$ cat src/rtl/ksa_shuffler_pkg.sv
// Shared constants and state encoding for the RC4 S-array stages (populator, shuffler, top mux).
package ksa_shuffler_pkg;

    localparam int S_ADDR_W = 8;
    localparam int S_DATA_W = 8;
    localparam int S_DEPTH  = 2 ** S_ADDR_W;

    typedef enum logic [2:0] {
        IDLE,
        READ_SI,
        WAIT_SI,
        READ_SJ,
        WAIT_SJ,
        WRITE_SI,
        WRITE_SJ,
        DONE
    } state_t;

endpackage

$ cat src/rtl/ksa_shuffler_if.sv
// S-array RAM bus plus start/key/finish handshake between the shuffler (master) and its environment.
interface ksa_shuffler_if
    import ksa_shuffler_pkg::*;
#(
    parameter int KEY_BYTES = 3,
    parameter int ADDR_W    = S_ADDR_W,
    parameter int DATA_W    = S_DATA_W
) ();

    logic                   start;
    logic [8*KEY_BYTES-1:0] secret_key;
    logic [DATA_W-1:0]      q;
    logic [ADDR_W-1:0]      address_wr;
    logic [DATA_W-1:0]      data_wr;
    logic                   write;
    logic                   finish;

    modport master (
        input  start, secret_key, q,
        output address_wr, data_wr, write, finish
    );

    modport slave (
        output start, secret_key, q,
        input  address_wr, data_wr, write, finish
    );

endinterface

$ cat src/rtl/ksa_shuffler_key_byte_sel.sv
// Cycles through key bytes modulo KEY_BYTES; byte 0 is the MSB byte of the key.
// Registered index, combinational byte select; advances only when told to.
module key_byte_sel #(
    parameter int KEY_BYTES = 3
) (
    input  logic                   clk,
    input  logic                   rst,
    input  logic                   clear,
    input  logic                   advance,
    input  logic [8*KEY_BYTES-1:0] key,
    output logic [7:0]             key_byte
);

    localparam int KIDX_W = (KEY_BYTES > 1) ? $clog2(KEY_BYTES) : 1;

    logic [KIDX_W-1:0] kidx;

    always_ff @(posedge clk or posedge rst) begin
        if (rst) begin
            kidx <= '0;
        end else if (clear) begin
            kidx <= '0;
        end else if (advance) begin
            kidx <= (kidx == KIDX_W'(KEY_BYTES - 1)) ? '0 : kidx + KIDX_W'(1);
        end
    end

    always_comb begin
        key_byte = '0;
        for (int b = 0; b < KEY_BYTES; b++) begin
            if (kidx == KIDX_W'(b)) begin
                key_byte = key[8*(KEY_BYTES-1-b) +: 8];
            end
        end
    end

endmodule

$ cat src/rtl/ksa_shuffler.sv
// RC4 key schedule over a 256-entry single-port sync RAM: 6 cycles per swap, finish 1537 cycles after start.
// No backpressure; start is only looked at in IDLE and all RAM-side outputs are registered.
module ksa_shuffler
    import ksa_shuffler_pkg::*;
#(
    parameter int KEY_BYTES = 3,
    parameter int ADDR_W    = S_ADDR_W,
    parameter int DATA_W    = S_DATA_W
) (
    input  logic           clk,
    input  logic           rst,
    ksa_shuffler_if.master bus
);

    state_t                 state, state_n;
    logic [ADDR_W-1:0]      i, i_n, j, j_n;
    logic [DATA_W-1:0]      si, si_n;
    logic [8*KEY_BYTES-1:0] key_q;
    logic [ADDR_W-1:0]      addr_n;
    logic [DATA_W-1:0]      data_n;
    logic                   write_n, finish_n;
    logic                   key_load, kidx_clear, kidx_advance;
    logic [7:0]             key_byte;

    key_byte_sel #(.KEY_BYTES(KEY_BYTES)) u_key_byte_sel (
        .clk      (clk),
        .rst      (rst),
        .clear    (kidx_clear),
        .advance  (kidx_advance),
        .key      (key_q),
        .key_byte (key_byte)
    );

    always_ff @(posedge clk or posedge rst) begin
        if (rst) begin
            state          <= IDLE;
            i              <= '0;
            j              <= '0;
            si             <= '0;
            key_q          <= '0;
            bus.address_wr <= '0;
            bus.data_wr    <= '0;
            bus.write      <= 1'b0;
            bus.finish     <= 1'b0;
        end else begin
            state          <= state_n;
            i              <= i_n;
            j              <= j_n;
            si             <= si_n;
            bus.address_wr <= addr_n;
            bus.data_wr    <= data_n;
            bus.write      <= write_n;
            bus.finish     <= finish_n;
            if (key_load) begin
                key_q <= bus.secret_key;
            end
        end
    end

    // Outputs are computed for the state being entered, so they are valid throughout that state.
    always_comb begin
        state_n      = state;
        i_n          = i;
        j_n          = j;
        si_n         = si;
        addr_n       = bus.address_wr;
        data_n       = bus.data_wr;
        write_n      = 1'b0;
        finish_n     = 1'b0;
        key_load     = 1'b0;
        kidx_clear   = 1'b0;
        kidx_advance = 1'b0;
        case (state)
            IDLE: begin
                if (bus.start) begin
                    key_load   = 1'b1;
                    kidx_clear = 1'b1;
                    i_n        = '0;
                    j_n        = '0;
                    addr_n     = '0;
                    state_n    = READ_SI;
                end
            end
            READ_SI: state_n = WAIT_SI;
            WAIT_SI: begin
                si_n    = bus.q;
                j_n     = j + ADDR_W'(bus.q) + ADDR_W'(key_byte);
                addr_n  = j_n;
                state_n = READ_SJ;
            end
            READ_SJ: state_n = WAIT_SJ;
            WAIT_SJ: begin
                // S[j] goes straight into the write-data register; it is the sj value for WRITE_SI.
                addr_n  = i;
                data_n  = bus.q;
                write_n = 1'b1;
                state_n = WRITE_SI;
            end
            WRITE_SI: begin
                addr_n  = j;
                data_n  = si;
                write_n = 1'b1;
                state_n = WRITE_SJ;
            end
            WRITE_SJ: begin
                if (&i) begin
                    finish_n = 1'b1;
                    state_n  = DONE;
                end else begin
                    i_n          = i + ADDR_W'(1);
                    kidx_advance = 1'b1;
                    addr_n       = i_n;
                    state_n      = READ_SI;
                end
            end
            DONE:    state_n = IDLE;
            default: state_n = IDLE;
        endcase
    end

endmodule

$ cat src/flat_wrapper.sv
// flat-port wrapper written by rule: the top's interface ports become plain ports
module ksa_shuffler_flat import ksa_shuffler_pkg::*;
#(
    parameter int KEY_BYTES = 3,
    parameter int ADDR_W    = S_ADDR_W,
    parameter int DATA_W    = S_DATA_W
)
  (clk, rst, bus_start, bus_secret_key, bus_q, bus_address_wr, bus_data_wr, bus_write, bus_finish);
  ksa_shuffler_if #(.KEY_BYTES(KEY_BYTES), .ADDR_W(ADDR_W), .DATA_W(DATA_W)) bus_i ();
  input  logic clk;
  input  logic rst;
  input wire logic [$bits(bus_i.start)-1:0] bus_start;
  input wire logic [$bits(bus_i.secret_key)-1:0] bus_secret_key;
  input wire logic [$bits(bus_i.q)-1:0] bus_q;
  output wire logic [$bits(bus_i.address_wr)-1:0] bus_address_wr;
  output wire logic [$bits(bus_i.data_wr)-1:0] bus_data_wr;
  output wire logic [$bits(bus_i.write)-1:0] bus_write;
  output wire logic [$bits(bus_i.finish)-1:0] bus_finish;
  assign bus_i.start = bus_start;
  assign bus_i.secret_key = bus_secret_key;
  assign bus_i.q = bus_q;
  assign bus_address_wr = bus_i.address_wr;
  assign bus_data_wr = bus_i.data_wr;
  assign bus_write = bus_i.write;
  assign bus_finish = bus_i.finish;
  ksa_shuffler #(.KEY_BYTES(KEY_BYTES), .ADDR_W(ADDR_W), .DATA_W(DATA_W)) u_core (.clk(clk), .rst(rst), .bus(bus_i));
endmodule
$ cat config.mk
export PLATFORM = sky130hd
export DESIGN_NAME = ksa_shuffler_flat
export DESIGN_NICKNAME = d
export VERILOG_FILES = /design/src/rtl/ksa_shuffler_pkg.sv /design/src/rtl/ksa_shuffler_if.sv /design/src/rtl/ksa_shuffler_key_byte_sel.sv /design/src/rtl/ksa_shuffler.sv /design/src/flat_wrapper.sv
export SDC_FILE = /design/constraint.sdc
export NUM_CORES = 1
export LEC_CHECK = 0
export CAP_MARGIN = 20
export CORE_ASPECT_RATIO = 1.25
export CORE_MARGIN = 1.5
export CORE_UTILIZATION = 50
export CTS_CLUSTER_DIAMETER = 40
export CTS_CLUSTER_SIZE = 28
export DETAILED_ROUTE_END_ITERATION = 7
export PLACE_DENSITY_LB_ADDON = 0.1
export SLEW_MARGIN = 20
export SYNTH_ARGS = -nofsm -noshare
export SYNTH_HDL_FRONTEND = slang
export SYNTH_HIERARCHICAL = 1
export SYNTH_SLANG_ARGS = --single-unit
$ cat constraint.sdc
create_clock -name clk -period 4.85 [get_ports clk]
set_input_delay 0.7275 -clock clk [delete_from_list [all_inputs] [get_ports clk]]
set_output_delay 0.7275 -clock clk [all_outputs]
set_load 0.02 [all_outputs]
==> implementation parameters, run 1 <==
Parameter                              Value

Power and ir drop
  Static leakage power    roughly 2.0 nW
  Power per standard cell area    around 710 nW/um2
  Largest vdd supply drop    385 uV

Floorplan
  Ports placed on the boundary    53
  Core outline area    7360 um2
  Number of core rows    35
  Effective utilization at floorplan    0.512
  Die Area    8070 um2
  Die extent in x    80.7 um
  Die Height    100 um

Route
  Count of antenna-violating nets left after detailed routing    0
  DRC errors left    0
  Average routed wire per standard cell    16.3 um
  Starting DRT DRC Count    132
  Number of detailed-routing iterations run before antenna repair    4
  Detailed Route WL    7940 um
  DR vias    around 2,700
  Vias per Instance    between 5 and 6

STA
  Maximum clock skew at final layout    0.00777 ns
  Crit path time final    3.38 ns
  Setup total negative slack    0 ns
  # setup viols final    0
  Slew @ Worst Pin    0.982 ns
  Worst hold slack    0.480 ns
  Setup repair after global routing missed its margin    no
  Final period util    0.698
  Final hold violation count    0
  Max frequency    296 MHz
  Slew headroom    0.343
  Max Slew Vio Count    0

Synthesis
  Count of yosys warnings during synthesis    6
  Sequential cell area fraction in the yosys report    0.471
  Top cells by area, synth    dfrtp_1 47%, mux2_2 8.1%, mux2i_1 5.8%
  Share of async-settable or async-resettable flops after synthesis    1.00
  Count of flip-flops with a built-in enable after synthesis    0
  #FFs+latches synth    71
  Commonest register cell after synthesis    dfrtp_1
  Synthesized area    roughly 3800 um2
  Commonest cells in the netlist    71 x dfrtp_1, 48 x nand2_1, 27 x mux2_2, 26 x o21ai_0, 22 x mux2i_1
  Synth cell types    51
  Post-synth top area cell    dfrtp_1
  Share of the synthesized area in the top cell type    0.471
  Synthesized netlist cell count    342
  Synth Net Count    392
  Synthesized area per cell    ~11 um2
  Most used standard cell by instance count after synthesis    dfrtp_1

Placement
  Area post-placement    roughly 4300 um2
  I/O Buffers    52
  Dpl hpwl    5690 um
  RePlAce Congestion    ~0.90

Clock network
  Clock latency at the later pin of the worst-skew pair    around 0.34 ns
  Clock edge transition at the registers on the reported setup and hold paths    ~0.08 ns
  TritonCTS Buffers    9
  Root buffer cell    clkbuf_8
  Post-CTS setup-driven buffer insertion count    0
  Maximum clock insertion buffer count    2
  Hold-fix buffer count after cts    0
  Number of clock sinks seen by CTS    71
  Cts repair resizes    0
  TritonCTS clock tree    built
  Number of H-tree branching levels    3

Global routing
  GRT Overall Usage    0.220
  Maximum number of pins on one net before global-route repair    50
  Antenna violations before repair    0
  Total global routing overflow    0
  Wire length of the first global-routing pass    between 10,000 and 15,000 um
  Via count of the first global-routing pass    2,643

Critical path
  Data required, critical path    5.08 ns
  Arrival @ worst endpoint    around 3.6 ns
  Crit Path Max Fanout    12
  Type of origin of the critical path    flip-flop
  Worst Setup End Kind    flip-flop
  Startpoint-to-endpoint class of the critical path    reg -> reg

Final layout
  Synth-to-Final Area Change    21.0%
  Final #Nets    440
  Fraction of final layout cells with drive strength greater than 1    0.145
  ANT cells    0
  Final cell area excluding filler cells    4560 um2

Flow run
  Number of violations of the max-capacitance limit    0

Status
  Status    completed

Worst hold path
  Class of the most critical hold timing path    reg -> reg
[area by class of cell]
type	instances	area (um2)
tap	92	115
inverter	7	27.5
clock inverter	5	106
fill	624	2800
sequential	71	1780
timing repair buffer	55	543
multi-input combinational	246	1850
clock buffer	10	138
[cells in the final DEF, fill, tap and decap left out, types with 4 or more instances in the layout]
cell type,n
a21o_1,7
a21oi_1,6
a221o_1,4
a22o_1,5
clkbuf_8,10
clkdlybuf4s50_1,52
dfrtp_1,71
fa_1,8
ha_1,7
inv_1,6
mux2_2,27
mux2i_1,22
nand2_1,48
nand3_1,5
nor2_1,20
nor2b_1,4
o21ai_0,26
o22ai_1,4
o2bb2ai_1,8
xnor2_1,5
xor2_1,4
[sequential cells by signal, indices dropped and copies added, names as in the netlist]
register                    flops
u_core/i                        8
u_core/bus.address_wr           8
u_core/key_q                   24
u_core/bus.data_wr              8
u_core/si                       8
u_core/state                    3
u_core/bus.write                1
u_core/u_key_byte_sel/kidx      2
u_core/bus.finish               1
u_core/j                        8
[metrics by stage]
stage | worst slack [ns] | util | std cells | total power (W)
2_1_floorplan | 2.09 | - | 342 | 0.00226
3_3_place_gp | 1.48 | 0.587 | 471 | 0.00263
3_5_place_dp | 1.44 | 0.587 | 471 | 0.00267
4_1_cts | 1.45 | 0.620 | 486 | 0.00326
5_1_grt | 1.24 | 0.620 | 486 | 0.00349
6_report | 1.47 | 0.620 | 486 | 0.00325
[power breakdown]
part	leakage [nW]	internal, W	total [W]	switching, W
Clock	0.119	0.000354	0.000577	0.000223
Combinational	1.01	0.000773	0.00162	0.000850
Sequential	0.894	0.000839	0.00105	0.000210
Total	2.02	0.00197	0.00325	0.00128
[routing by layer]
metal,GRT usage,wire length [um],vias up
met5,0,0,-
met4,0.0862,172,0
met3,0.0482,381,12
met2,0.343,3800,72
met1,0.298,3580,1317
li1,-,-,1309
[worst paths after layout]
kind | slack [ns] | endpoint | start | cells past startpoint
min in group asynchronous | 0.60 | u_core/u_key_byte_sel/kidx[0]$_DFFE_PP0P_ | rst | 2
min reg2reg | 0.48 | u_core/si[7]$_DFFE_PP0P_ | u_core/si[7]$_DFFE_PP0P_ | 2
min | 0.48 | u_core/si[7]$_DFFE_PP0P_ | u_core/si[7]$_DFFE_PP0P_ | 2
max in group asynchronous | 3.18 | u_core/j[7]$_DFFE_PP0P_ | rst | 3
max | 1.47 | u_core/bus.address_wr[7]$_DFFE_PP0P_ | u_core/u_key_byte_sel/kidx[0]$_DFFE_PP0P_ | 11
max reg2reg | 1.47 | u_core/bus.address_wr[7]$_DFFE_PP0P_ | u_core/u_key_byte_sel/kidx[0]$_DFFE_PP0P_ | 11
[cells by family (layout without fill, tap and decap cells)]
kind of cell	Yosys count	after routing	synth area share
AO/OA/AOI/OAI	72	72	0.135
XOR/XNOR	9	9	0.0209
adder cells (fa/ha/maj)	15	15	0.0657
buffers and inverters	25	77	0.0368
flip-flops	71	71	0.471
multiplexers	49	49	0.139
AND/OR/NAND/NOR	101	101	0.131
[worst max-delay path: stages, from the launching register on]
cell       delay, ns
dfrtp_1         0.58
nor2b_1         0.53
o2bb2ai_1       0.21
fa_1            0.45
ha_1            0.25
inv_1           0.08
fa_1            0.18
nor2b_1         0.07
o31ai_1         0.35
a2111o_1        0.20
o21ai_0         0.10
a221o_1         0.27
(Power assumes the default switching activity.)
==> run 2: changes to the inputs <==
Settings changed: CORE_UTILIZATION 50 to 49.
Clock period 4.85 ns to 3.1 ns, I/O delays scaled along.
==> run 2 against run 1 <==
  * Highest routed layer unchanged
  * Core utilization about the same
  * Sequential power increased by 51%
  * Clock skew increased by 0.0043 ns
  * Critical endpoint unchanged
  * Worst setup slack got worse by 1.3 ns
  * First-iteration DRC count increased by 48%
  * Largest power group unchanged
==> implementation parameters, run 2 (synthesized netlist as in run 1, its figures left out) <==
Parameter                              Value

Route
  Met1 wire length    3570 um
  Sum of met3 wire segment lengths after detailed routing    326 um
  DR vias    2,752
  Average routed wire per standard cell    16.2 um
  Number of detailed-routing iterations run before antenna repair    4
  DRC errors left    0
  Length of routed met2 wiring    3990 um
  Count of antenna-violating nets left after detailed routing    0
  Starting DRT DRC Count    195
  Highest routing layer actually used    met4
  Detailed Route WL    8090 um
  Vias per Instance    5.53

STA
  Final period util    0.936
  Max frequency    between 300 and 400 MHz
  Slew headroom    0.574
  Setup total negative slack    0 ns
  Slew @ Worst Pin    0.639 ns
  Final hold violation count    0
  Crit path time final    2.90 ns
  Final Worst Setup Slack    0.198 ns
  Maximum clock skew at final layout    between 0.01 and 0.015 ns
  # setup viols final    0
  Max Slew Vio Count    0

Floorplan
  Core outline area    7400 um2
  Die Height    101 um
  Number of core rows    35
  Effective utilization at floorplan    0.509
  Die extent in x    roughly 81 um
  Die Area    8230 um2
  Ports placed on the boundary    53

Power and ir drop
  Largest vdd supply drop    583 uV
  Portion of total power attributed to sequential cells    0.320
  Static leakage power    2.05 nW
  Power consumption    slightly below 0.005 W
  Switching pwr    0.00203 W
  Cell-internal power    0.00293 W
  Fraction of power consumed by combinational cells    0.550
  Power per standard cell area    1080 nW/um2
  Switching power as a share of total power    0.410
  Clock power frac    0.130

Final layout
  Most common library cell in the layout ignoring fill and taps    dfrtp_1
  Fraction of final layout cells with drive strength greater than 1    0.175
  Synth-to-Final Area Change    21.8%
  Biggest register    u_core/key_q
  Leading cell types in the layout, fill and taps excluded    70 x dfrtp_1, 52 x clkdlybuf4s50_1, 48 x nand2_1
  Final #Nets    approximately 450
  Final cell area excluding filler cells    4590 um2
  ANT cells    0
  Fillcell total    628
  Number of flip-flops under the largest register name    24
  Number of standard cells in the layout, taps in and fillers out    approximately 500

Clock network
  Number of clock sinks seen by CTS    71
  Clock latency at the later pin of the worst-skew pair    ~0.34 ns
  TritonCTS clock tree    built
  Number of H-tree branching levels    3
  Clock edge transition at the registers on the reported setup and hold paths    0.07 ns
  Root buffer cell    clkbuf_8
  TritonCTS Buffers    9
  Maximum clock insertion buffer count    2

Critical path
  Startpoint-to-endpoint class of the critical path    reg -> reg
  Critical path's largest stage delay    0.53 ns
  Slack of the worst reg-to-reg path    just under 0.2 ns
  Worst reg2reg startpoint    u_core/u_key_byte_sel/kidx[0]$_DFFE_PP0P_
  Worst Setup End Kind    flip-flop
  Type of origin of the critical path    flip-flop
  Cell-by-cell listing of the critical path    buf_4, mux2i_1, o2bb2ai_1, fa_1, inv_1, fa_1, nor2b_2, o31ai_2, a2111o_1, o21ai_0, a221o_1
  Arrival @ worst endpoint    3.18 ns
  Cell class contributing the biggest share of worst-path delay    adder cells
  Critical path buffer and inverter count    2
  Crit Path Max Fanout    6
  Cell at the slowest stage of the critical path    fa_1
  Worst r2r path cells    11
  Data required, critical path    3.38 ns
  Reg2Reg Capture Point    u_core/bus.address_wr[7]$_DFFE_PP0P_
  Cell occurring most often along the worst timing path    fa_1

Placement
  Dpl hpwl    roughly 5800 um
  I/O Buffers    between 50 and 60
  Setup slack after placement    -0.0109 ns
  RePlAce Congestion    between 0.8 and 0.9
  # placed instances    ~480
  Area post-placement    between 4000 and 5000 um2

Global routing
  Via count of the first global-routing pass    2,776
  GRT Overall Usage    0.226
  Total global routing overflow    0
  Antenna violations before repair    0
  Wire length of the first global-routing pass    13,900 um
  Maximum number of pins on one net before global-route repair    46

Worst hold path
  Class of the most critical hold timing path    in -> async

Status
  Status    completed

Flow run
  Number of violations of the max-capacitance limit    0
[run 2: cell count changes in the layout (fill, tap and decap cells not counted)]
| cell | change |
|---|---|
| buf_4 | +11 |
| o31ai_1 | -1 |
| inv_2 | +1 |
| nor2b_2 | +1 |
| dfrtp_1 | -1 |
| bufinv_16 | -3 |
| buf_12 | +1 |
| clkbuf_1 | +1 |
| clkinv_4 | -1 |
| clkinv_2 | +2 |
| o31ai_2 | +1 |
| dfrtp_2 | +1 |
| nor2b_1 | -1 |
[run 2: through the flow]
| stage | util | hold WS, ns |
|---|---|---|
| 2_1_floorplan | - | 0.206 |
| 3_3_place_gp | 0.595 | 0.458 |
| 3_5_place_dp | 0.595 | 0.463 |
| 4_1_cts | 0.617 | 0.319 |
| 5_1_grt | 0.620 | 0.341 |
| 6_report | 0.620 | 0.331 |
[run 2: layout make-up]
cell class	instances	area (um2)	area share
Sequential cell	71	1780	0.387
Clock inverter	4	22.5	0.00491
Multi-Input combinational cell	246	1860	0.406
Clock buffer	11	141	0.0308
Tap cell	92	115	0.0251
Timing Repair Buffer	67	646	0.141
Inverter	7	26.3	0.00572
[run 2: worst reg2reg max path: cells and delay by family, from the launching register on]
| family | cells | cell delay [ns] |
|---|---|---|
| fa+ha+maj | 2 | 0.98 |
| compound gates | 5 | 0.86 |
| flops | 1 | 0.46 |
| buf+inv | 2 | 0.22 |
| simple gates | 1 | 0.18 |
| mux | 1 | 0.15 |
[run 2: timing repair]
item | CTS | global route
hold buffers | 0 | 0
setup endpoints to repair | 0 | 3
setup buffers | 0 | 2
hold endpoints to repair | 0 | 0
gates resized for setup | 0 | 3
[run 2: per-layer routing]
layer  global-route usage  vias up
met5                    0        -
li1                     -     1329
met4                0.102        0
met1                0.303     1337
met2                0.355       73
met3               0.0371       13
[run 2: worst max path at each step]
stage / startpoint / to / cells past startpoint
after floorplan: u_core/u_key_byte_sel/kidx[0]$_DFFE_PP0P_ / u_core/bus.address_wr[7]$_DFFE_PP0P_ / 12
after global placement: bus_q[1] / u_core/bus.address_wr[7]$_DFFE_PP0P_ / 10
after detailed placement: bus_q[1] / u_core/bus.address_wr[7]$_DFFE_PP0P_ / 10
after CTS: u_core/u_key_byte_sel/kidx[0]$_DFFE_PP0P_ / u_core/bus.address_wr[7]$_DFFE_PP0P_ / 12
after global routing: u_core/u_key_byte_sel/kidx[0]$_DFFE_PP0P_ / u_core/bus.address_wr[7]$_DFFE_PP0P_ / 11
final: u_core/u_key_byte_sel/kidx[0]$_DFFE_PP0P_ / u_core/bus.address_wr[7]$_DFFE_PP0P_ / 11
[run 2: power by group through the flow]
stage,sequential [W],combinational (W),clock (W)
2_1_floorplan,0.00160,0.00193,0
3_5_place_dp,0.00161,0.00266,0
3_3_place_gp,0.00159,0.00260,0
6_report,0.00159,0.00273,0.000646
5_1_grt,0.00164,0.00302,0.000719
4_1_cts,0.00159,0.00268,0.000664
